File: config.mk
export PLATFORM = sky130hd
export DESIGN_NAME = rvfi_regfile_check
export DESIGN_NICKNAME = d
export VERILOG_FILES = /design/src/rtl/rvfi_regfile_check.sv
export SDC_FILE = /design/constraint.sdc
export NUM_CORES = 2
export LEC_CHECK = 0
export BUFFER_PORTS_ARGS = -buffer_cell sky130_fd_sc_hd__clkbuf_2
export CORE_ASPECT_RATIO = 1.75
export CORE_MARGIN = 10
export CORE_UTILIZATION = 35
export CTS_CLUSTER_DIAMETER = 150
export DETAILED_ROUTE_END_ITERATION = 10
export GPL_ROUTABILITY_DRIVEN = 0
export GPL_TIMING_DRIVEN = 0
export PLACE_DENSITY = 0.49
export SLEW_MARGIN = 20
export SYNTH_ARGS = -nofsm -noshare
export SYNTH_HDL_FRONTEND = slang
export SYNTH_SLANG_ARGS = --single-unit
File: constraint.sdc
create_clock -name clk -period 4.45 [get_ports clk]
set_input_delay 0.89 -clock clk [delete_from_list [all_inputs] [get_ports clk]]
set_output_delay 0.89 -clock clk [all_outputs]
set_load 0.1 [all_outputs]
File: src/rtl/rvfi_regfile_check.sv
// RVFI register-file consistency monitor: shadows architectural registers from retirement
// traces, checks source reads and retirement order, and latches the first error seen.
module rvfi_regfile_check #(
  parameter int unsigned NRET        = 1,
  parameter int unsigned XLEN        = 32,
  parameter int unsigned ORDER_W     = 64,
  parameter bit          ZERO_INIT   = 1'b0,
  parameter bit          CHECK_X0    = 1'b1,
  parameter bit          CHECK_ORDER = 1'b1
) (
  input  logic                    clk,
  input  logic                    resetn,
  input  logic [NRET-1:0]         rvfi_valid,
  input  logic [NRET*ORDER_W-1:0] rvfi_order,
  input  logic [NRET*5-1:0]       rvfi_rs1_addr,
  input  logic [NRET*5-1:0]       rvfi_rs2_addr,
  input  logic [NRET*5-1:0]       rvfi_rd,
  input  logic [NRET*XLEN-1:0]    rvfi_pre_rs1,
  input  logic [NRET*XLEN-1:0]    rvfi_pre_rs2,
  input  logic [NRET*XLEN-1:0]    rvfi_post_rd,
  output logic                    err,
  output logic [2:0]              err_code,
  output logic [2:0]              err_channel,
  output logic [ORDER_W-1:0]      err_order,
  output logic [31:0]             retired_count
);

  localparam int unsigned NREG = 32;
  localparam int unsigned CNT_W = 32;
  localparam logic [2:0] CODE_NONE  = 3'd0;
  localparam logic [2:0] CODE_ORDER = 3'd1;
  localparam logic [2:0] CODE_RS1   = 3'd2;
  localparam logic [2:0] CODE_RS2   = 3'd3;
  localparam logic [2:0] CODE_X0    = 3'd4;
  localparam logic [NREG-1:0] WR_INIT = ZERO_INIT ? {NREG{1'b1}} : {31'd0, CHECK_X0};

  logic [XLEN-1:0]    shadow [NREG];
  logic [NREG-1:0]    written;
  logic               order_valid;
  logic [ORDER_W-1:0] order_next;

  logic [XLEN-1:0]    shadow_c [NREG];
  logic [NREG-1:0]    written_c;
  logic               order_valid_c;
  logic [ORDER_W-1:0] order_next_c;
  logic               hit_c;
  logic [2:0]         code_c;
  logic [2:0]         chan_c;
  logic [ORDER_W-1:0] eorder_c;
  logic [2:0]         ch_code_c;
  logic [3:0]         pop_c;
  logic [CNT_W:0]     cnt_sum_c;

  // Walk valid channels in ascending order so later channels see earlier writes.
  always_comb begin
    shadow_c      = shadow;
    written_c     = written;
    order_valid_c = order_valid;
    order_next_c  = order_next;
    hit_c         = 1'b0;
    code_c        = CODE_NONE;
    chan_c        = 3'd0;
    eorder_c      = '0;
    ch_code_c     = CODE_NONE;
    pop_c         = 4'd0;
    for (int i = 0; i < NRET; i++) begin
      if (rvfi_valid[i]) begin
        ch_code_c = CODE_NONE;
        // Assigned highest code first so the lowest applicable code wins.
        if (CHECK_X0 && rvfi_rd[i*5 +: 5] == 5'd0 && rvfi_post_rd[i*XLEN +: XLEN] != '0)
          ch_code_c = CODE_X0;
        if (written_c[rvfi_rs2_addr[i*5 +: 5]] &&
            shadow_c[rvfi_rs2_addr[i*5 +: 5]] != rvfi_pre_rs2[i*XLEN +: XLEN])
          ch_code_c = CODE_RS2;
        if (written_c[rvfi_rs1_addr[i*5 +: 5]] &&
            shadow_c[rvfi_rs1_addr[i*5 +: 5]] != rvfi_pre_rs1[i*XLEN +: XLEN])
          ch_code_c = CODE_RS1;
        if (CHECK_ORDER && order_valid_c && rvfi_order[i*ORDER_W +: ORDER_W] != order_next_c)
          ch_code_c = CODE_ORDER;
        if (!hit_c && ch_code_c != CODE_NONE) begin
          hit_c    = 1'b1;
          code_c   = ch_code_c;
          chan_c   = 3'(i);
          eorder_c = rvfi_order[i*ORDER_W +: ORDER_W];
        end
        order_valid_c = 1'b1;
        order_next_c  = rvfi_order[i*ORDER_W +: ORDER_W] + ORDER_W'(1);
        if (!(CHECK_X0 && rvfi_rd[i*5 +: 5] == 5'd0)) begin
          shadow_c[rvfi_rd[i*5 +: 5]]  = rvfi_post_rd[i*XLEN +: XLEN];
          written_c[rvfi_rd[i*5 +: 5]] = 1'b1;
        end
        pop_c = pop_c + 4'd1;
      end
    end
    cnt_sum_c = (CNT_W+1)'(retired_count) + (CNT_W+1)'(pop_c);
  end

  // Tracking state advances only on cycles with at least one retirement.
  always_ff @(posedge clk or negedge resetn) begin
    if (!resetn) begin
      for (int r = 0; r < NREG; r++) shadow[r] <= '0;
      written       <= WR_INIT;
      order_valid   <= 1'b0;
      order_next    <= '0;
      err           <= 1'b0;
      err_code      <= CODE_NONE;
      err_channel   <= 3'd0;
      err_order     <= '0;
      retired_count <= '0;
    end else if (|rvfi_valid) begin
      shadow      <= shadow_c;
      written     <= written_c;
      order_valid <= order_valid_c;
      order_next  <= order_next_c;
      if (!err && hit_c) begin
        err         <= 1'b1;
        err_code    <= code_c;
        err_channel <= chan_c;
        err_order   <= eorder_c;
      end
      retired_count <= cnt_sum_c[CNT_W] ? {CNT_W{1'b1}} : cnt_sum_c[CNT_W-1:0];
    end
  end

endmodule

* Word-level counts from Yosys, hierarchy flattened
Index checks and enable logic that the tools add are counted.
** Storage, ports and cells
- Input port bits :: 178
- Bits in latches :: 0
- Memories :: 0
- Memory bits (read-only) :: 0
- Output and inout bits :: 103
- Register bits after elaboration :: 1221
- RAM bits :: 0
- Logic and storage cells :: 96
** Cells by class
- Bitwise operators :: 5
- Add/subtract/negate cells :: 2
- Multiplexer cells :: 26
- Divide/modulo/power cells :: 0
- Eq/ne operators :: 3
- Reductions and logical operators :: 13
- Shift operators :: 0
- $lt $le $gt $ge :: 8
- Multiply operators :: 0
** Operator list (count)
- $bwmux 1024 :: 1
- $bmux 32 s5 :: 2
- $mux 32 :: 6
- $demux 32 s5 :: 1
- $add 64x1->64 const B :: 1
- $mux 64 :: 1
- $ne 32x32->1 :: 2
- $ne 64x64->1 :: 1
- $add 32x4->33 :: 1
- $or 32x32->32 :: 1
- $reduce_bool 32->1 :: 1
- $ge 6x6->1 const B :: 3
- $lt 5x6->1 const B :: 3
- $mux 3 :: 6
- $not 5->6 :: 3
- $bmux 1 s5 :: 2
- $logic_and 1x1->1 :: 7
- $lt 6x1->1 const B :: 1
- $mux 1 :: 6
- $demux 1 s5 :: 1
- $ge 5x1->1 const B :: 1
- $logic_not 5->1 :: 1
- $reduce_and 2->1 :: 2
- $reduce_bool 3->1 :: 1
- 2 further kinds :: 2

* Logic depth before layout (Yosys ltp)
- Depth after elaboration :: 15
- Gate-level depth with buffers :: 18
- Gate-level depth less buffers :: 10

* Worst setup path after synthesis
No wires, ideal clock.
- Path kind :: input -> register
- Start :: in rvfi_rs1_addr[1]
- End :: reg err_code[0]
- Buffers on the path :: 5
- Path slack :: -0.297 ns
- Arrival time :: 4.619 ns
- Stages on the path :: 14
- Path through :: buf_4 > buf_4 > buf_1 > mux4_2 > a221oi_1 > nand3_1 > xnor2_1 > nand4_1 > or4_1 > o41a_1 > o311ai_2 > buf_6 > buf_8 > mux2_1
** Between the ends
- Word-level cells in the longest chain between the ends :: 14
- Elaborated cells on any way between the ends :: 17
- Classes of those cells :: 1 x eq/ne; 11 x mux; 1 x bitwise; 4 x reduce/logical
** Ends and longest elaborated chain
- from (decl) :: line 15 : input logic [NRET*5-1:0] rvfi_rs1_addr,
- $not 5->6 (not written as such) :: line 76 : shadow_c[rvfi_rs1_addr[i*5 +: 5]] != rvfi_pre_rs1[i*XLEN +: XLEN])
- $bmux 32 s5 :: line 76
- $mux 32 (not written as such) (2 in series) :: line 76
- $ne 32x32->1 :: line 76
- $logic_and 1x1->1 (*) :: line 75 : if (written_c[rvfi_rs1_addr[i*5 +: 5]] &&
- $mux 3 (*) :: line 75
- $mux 3 (*) :: line 78 : if (CHECK_ORDER && order_valid_c && rvfi_order[i*ORDER_W +: ORDER_W] != order_next_c)
- $mux 3 (*) :: line 67 : if (rvfi_valid[i]) begin
- $reduce_bool 3->1 :: line 80 : if (!hit_c && ch_code_c != CODE_NONE) begin
- $mux 1 :: line 80
- $mux 1 :: line 67
- $logic_and 1x1->1 :: line 115 : if (!err && hit_c) begin
- $reduce_and 2->1 (no line)
- to (signal assigned) :: line 117 : err_code <= code_c;
- to (decl) :: line 22 : output logic [2:0] err_code,
Mark *: on every way between the ends. The rest lies on a longest branch, timed or not. The select of a mux whose other input is x is not followed.
A chain may end at the register's enable or synchronous reset.

* Worst setup path in the final report
- Start :: in rvfi_rs2_addr[2]
- End :: reg err_order[40]
** Between the ends
- Word-level cells in the longest chain between the ends :: 15
- Elaborated cells on any way between the ends :: 18
- Classes of those cells :: 1 x eq/ne; 12 x mux; 1 x bitwise; 4 x reduce/logical
** Ends and longest elaborated chain
- from (decl) :: line 16 : input logic [NRET*5-1:0] rvfi_rs2_addr,
- $not 5->6 (not written as such) :: line 73 : shadow_c[rvfi_rs2_addr[i*5 +: 5]] != rvfi_pre_rs2[i*XLEN +: XLEN])
- $bmux 32 s5 :: line 73
- $mux 32 (not written as such) (2 in series) :: line 73
- $ne 32x32->1 :: line 73
- $logic_and 1x1->1 (*) :: line 72 : if (written_c[rvfi_rs2_addr[i*5 +: 5]] &&
- $mux 3 (*) :: line 72
- $mux 3 (*) :: line 75
- $mux 3 (*) :: line 78
- $mux 3 (*) :: line 67
- $reduce_bool 3->1 (*) :: line 80
- $mux 1 :: line 80
- $mux 1 :: line 67
- $logic_and 1x1->1 :: line 115
- $reduce_and 2->1 (no line)
- to (signal assigned) :: line 119 : err_order <= eorder_c;
- to (decl) :: line 24 : output logic [ORDER_W-1:0] err_order,
Marked as above.

==> results.json <==
{
  "timing.rr.start": "shadow[555]",
  "critPathLaunch": "rvfi_rs2_addr[2]",
  "min_period_ns": 4.58,
  "status": "complete, but fails checks",
  "max-slew-margin-rel_pct": 9.45,
  "detailedRoute.firstIterationViolations": 6172,
  "finalNetCount": 5682,
  "die_x_um": 347,
  "synth_seq_cells": 1221,
  "hold_path.class": "primary input to asynchronous set/reset pin",
  "design_area_um2": 80400,
  "die_area_um2": 205000,
  "critical_path.startpoint_type": "primary input",
  "drt-wirelength-per-cell_um": 43.0,
  "avgSynthCellArea_um2": 13.4,
  "violations": "setup timing",
  "synth_cell_type_count": 74,
  "num_rows": 209,
  "timing.critical_path.fanout_max": 10,
  "synth_simple_gate_area_share_pct": 5.14,
  "asyncSetResetFlopFracSynth_pct": 100,
  "tritoncts": "yes",
  "instances_no_fill": 8034,
  "post_drt_via_cell_ratio": 6.31,
  "ctsHoldBuffers": 0,
  "synth.yosys.warnings": 0,
  "ports_placed_on_the_boundary": 281,
  "depth_of_the_worst_register_to_register_path": 13,
  "synth_top_family_by_area": "multiplexers",
  "power.density_nw_per_um2": 440,
  "finalMaxSlewViolations": 0,
  "synth-compound-area-share_pct": 4.86,
  "globalRouteTotalUtil_pct": 32.9,
  "setup.reg_to_reg.worst_slack_ns": 0.13,
  "synthTopCellsByArea": "sky130_fd_sc_hd__dfrtp_1 (47%), sky130_fd_sc_hd__mux2_2 (17%), sky130_fd_sc_hd__mux4_2 (12%)",
  "hold_slack_ns": 0.116,
  "synth_fa_ha_area_share_pct": 0.0574,
  "post-route-worst-setup-slack_ns": -0.133,
  "placement.cell_area_um2": 71100,
  "ys_dominant_reg_cell": "sky130_fd_sc_hd__dfrtp_1",
  "seq_area_frac_synth_pct": 46.7,
  "global_route.overflow_total": 0,
  "numCtsBuffers": 139,
  "timing.clock.skew_ns": 0.0632,
  "muxShareOfSynthArea_pct": 37.2,
  "htreeDepth": 4,
  "dp.cells": 7621,
  "clk_transition_reported_paths_ns": 0.06,
  "cts.path.max_buffers": 4,
  "maximum_number_of_pins_on_one_net_before_global_route_repair": 90,
  "clock_sink_total": 1221,
  "drcViolationCount": 0,
  "start_util_pct": 35.2,
  "cts_root_buffer": "sky130_fd_sc_hd__clkbuf_16",
  "rsz0062_at_grt": "yes",
  "setup_viol": 64,
  "post_synth_inst_count": 4886,
  "number_of_failing_hold_endpoints_at_the_final_stage": 0,
  "postRouteWirelength_mm": 345,
  "max_slew.worst_pin.slew_ns": 1.35,
  "dp_hpwl_mm": 247,
  "numPortBuffers": 261,
  "dieHeight_um": 592,
  "synth_enable_flop_cells": 0,
  "antenna_violating_nets_post_route": 0,
  "worst_ep_arrival_time_ns": 5.25,
  "insertion_delay_ns": 0.84,
  "timing.final.crit_share_pct": 103,
  "wire_length_of_the_first_global_routing_pass_mm": 459,
  "timing_worst_setup_path_type": "primary input to flop",
  "post_route_cells_drive_above_1_share_pct": 45.5,
  "vias_in_the_first_global_route": 51400,
  "layout-area-overhead-vs-synth_pct": 22.9,
  "synth_largest_type_area_fraction_pct": 46.7,
  "number_of_antenna_violations_at_the_first_check_in_global_routing": 30,
  "vdd_drop_max_mv": 0.267,
  "routed-via-count": 50700,
  "worst_setup_path_end_kind": "flop",
  "max_clock_freq_mhz": 218,
  "syn_area_um2": 65400,
  "critical_path_required_ns": 5.11,
  "synthXorXnorAreaFrac_pct": 2.73,
  "fin_total_pwr_mw": 35.4,
  "leakagePower_nw": 35.4,
  "drt-pass1-iter-count": 7,
  "critical_path.reg2reg.endpoint": "err_order[40]",
  "synth.cells.most_frequent": "sky130_fd_sc_hd__dfrtp_1 (1220), sky130_fd_sc_hd__mux2_2 (1008), sky130_fd_sc_hd__mux2i_1 (421), sky130_fd_sc_hd__mux4_2 (355), sky130_fd_sc_hd__clkbuf_1 (276)",
  "maxCapViolations": 0,
  "floorplan.core_area_um2": 186000,
  "post-synth-top-count-cell": "sky130_fd_sc_hd__dfrtp_1",
  "most_area_hungry_cell_type_in_the_yosys_netlist": "sky130_fd_sc_hd__dfrtp_1"
}
## critical path: stages
cell	delay [ns]
sky130_fd_sc_hd__buf_2	0.23
sky130_fd_sc_hd__buf_6	0.23
sky130_fd_sc_hd__buf_8	0.23
sky130_fd_sc_hd__nand2_2	0.31
sky130_fd_sc_hd__clkbuf_4	0.37
sky130_fd_sc_hd__buf_16	0.21
sky130_fd_sc_hd__a221oi_1	0.22
sky130_fd_sc_hd__nand2_1	0.11
sky130_fd_sc_hd__nand4_1	0.32
sky130_fd_sc_hd__xnor2_2	0.16
sky130_fd_sc_hd__buf_4	0.19
sky130_fd_sc_hd__nand2b_1	0.07
sky130_fd_sc_hd__nor4_2	0.16
sky130_fd_sc_hd__a41oi_2	0.32
sky130_fd_sc_hd__o311ai_4	0.38
sky130_fd_sc_hd__buf_12	0.16
sky130_fd_sc_hd__buf_12	0.14
sky130_fd_sc_hd__buf_8	0.13
sky130_fd_sc_hd__mux2_1	0.31
## layout make-up
class                      instances  area [um^2]
tap                             2426         3040
fill                           17200       105000
timing repair buffer             475         4170
sequential                      1221        30600
clock inverter                    42          298
inverter                          15         61.3
buffer                           465         4410
clock buffer                     192         3970
antenna                           14         35.0
multi-input combinational       3184        33800
## through the flow
step	TNS [ns]	setup slack [ns]	utilization [%]
after detailed placement	-297.74	-4.13	38.3
after CTS	-0.741	-0.0414	42.3
after floorplan	0	0.000641	-
after global placement	-	-29.26	37.6
final	-6.61	-0.133	43.3
after global routing	-0.461	-0.0327	43.3
## power breakdown
group          leakage [nW]  internal [mW]  switching, mW
Sequential             15.5           13.1           1.63
Clock                  2.13           6.35           5.08
Combinational          17.8           4.16           5.05
Total                  35.4           23.6           11.8
## placed cells by master (no fill, tap or decap), types with 23 or more instances in the layout
| cell type | instances |
|---|---|
| sky130_fd_sc_hd__dfrtp_1 | 1220 |
| sky130_fd_sc_hd__mux2_2 | 1008 |
| sky130_fd_sc_hd__mux2i_1 | 401 |
| sky130_fd_sc_hd__mux4_2 | 355 |
| sky130_fd_sc_hd__clkbuf_2 | 324 |
| sky130_fd_sc_hd__clkbuf_1 | 189 |
| sky130_fd_sc_hd__a22oi_1 | 185 |
| sky130_fd_sc_hd__buf_4 | 151 |
| sky130_fd_sc_hd__clkbuf_16 | 150 |
| sky130_fd_sc_hd__nand2_1 | 149 |
| sky130_fd_sc_hd__nor2_1 | 132 |
| sky130_fd_sc_hd__xnor2_1 | 106 |
| sky130_fd_sc_hd__nand3_1 | 95 |
| sky130_fd_sc_hd__a21oi_1 | 82 |
| sky130_fd_sc_hd__buf_16 | 79 |
| sky130_fd_sc_hd__xor2_1 | 73 |
| sky130_fd_sc_hd__buf_12 | 69 |
| sky130_fd_sc_hd__nand4_1 | 59 |
| sky130_fd_sc_hd__buf_2 | 45 |
| sky130_fd_sc_hd__mux2_1 | 43 |
| sky130_fd_sc_hd__clkbuf_8 | 37 |
| sky130_fd_sc_hd__buf_8 | 36 |
| sky130_fd_sc_hd__and3_1 | 33 |
| sky130_fd_sc_hd__clkinv_2 | 31 |
| sky130_fd_sc_hd__buf_6 | 27 |
| sky130_fd_sc_hd__o21ai_0 | 24 |
| sky130_fd_sc_hd__or2_2 | 24 |
| sky130_fd_sc_hd__nand2b_1 | 24 |
| sky130_fd_sc_hd__mux2_4 | 23 |
## cells by family after synthesis
group | after synthesis
multiplexers | 1850
flip-flops | 1221
AND/OR/NAND/NOR | 672
buffers and inverters | 483
AO/OA/AOI/OAI | 452
XOR/XNOR | 204
adder cells (fa/ha/maj) | 3
other | 1
## state kept, by name, indices dropped and copies added, names as in the netlist
signal,flops
shadow,1024
err_order,64
order_next,64
retired_count,32
written,32
err_code,3
err,1
order_valid,1
## layer usage
layer	share of wire (%)	track usage [%]	wire length (um)
met5	0.021	0.0232	71
met4	13	32.2	43400
met3	8.6	8.96	29700
met2	45	52.3	157000
met1	33	34.8	115000
## timing repair
action                     4_1_cts  5_1_grt
gates cloned                     2        6
setup endpoints to repair       68       65
setup buffers                   65       95
pin swaps                       24       36
resized for setup              608      152
## worst max path at each step
| stage | end | slack (ns) | cells past startpoint |
|---|---|---|---|
| 2_1_floorplan | err_code[0] | 0.0006 | 18 |
| 3_3_place_gp | shadow[515] | -29.26 | 1 |
| 3_5_place_dp | err_order[34] | -4.13 | 16 |
| 4_1_cts | err_order[39] | -0.04 | 16 |
| 5_1_grt | err_order[40] | -0.03 | 19 |
| 6_report | err_order[40] | -0.13 | 19 |
Power figures use the tool's default switching activity.
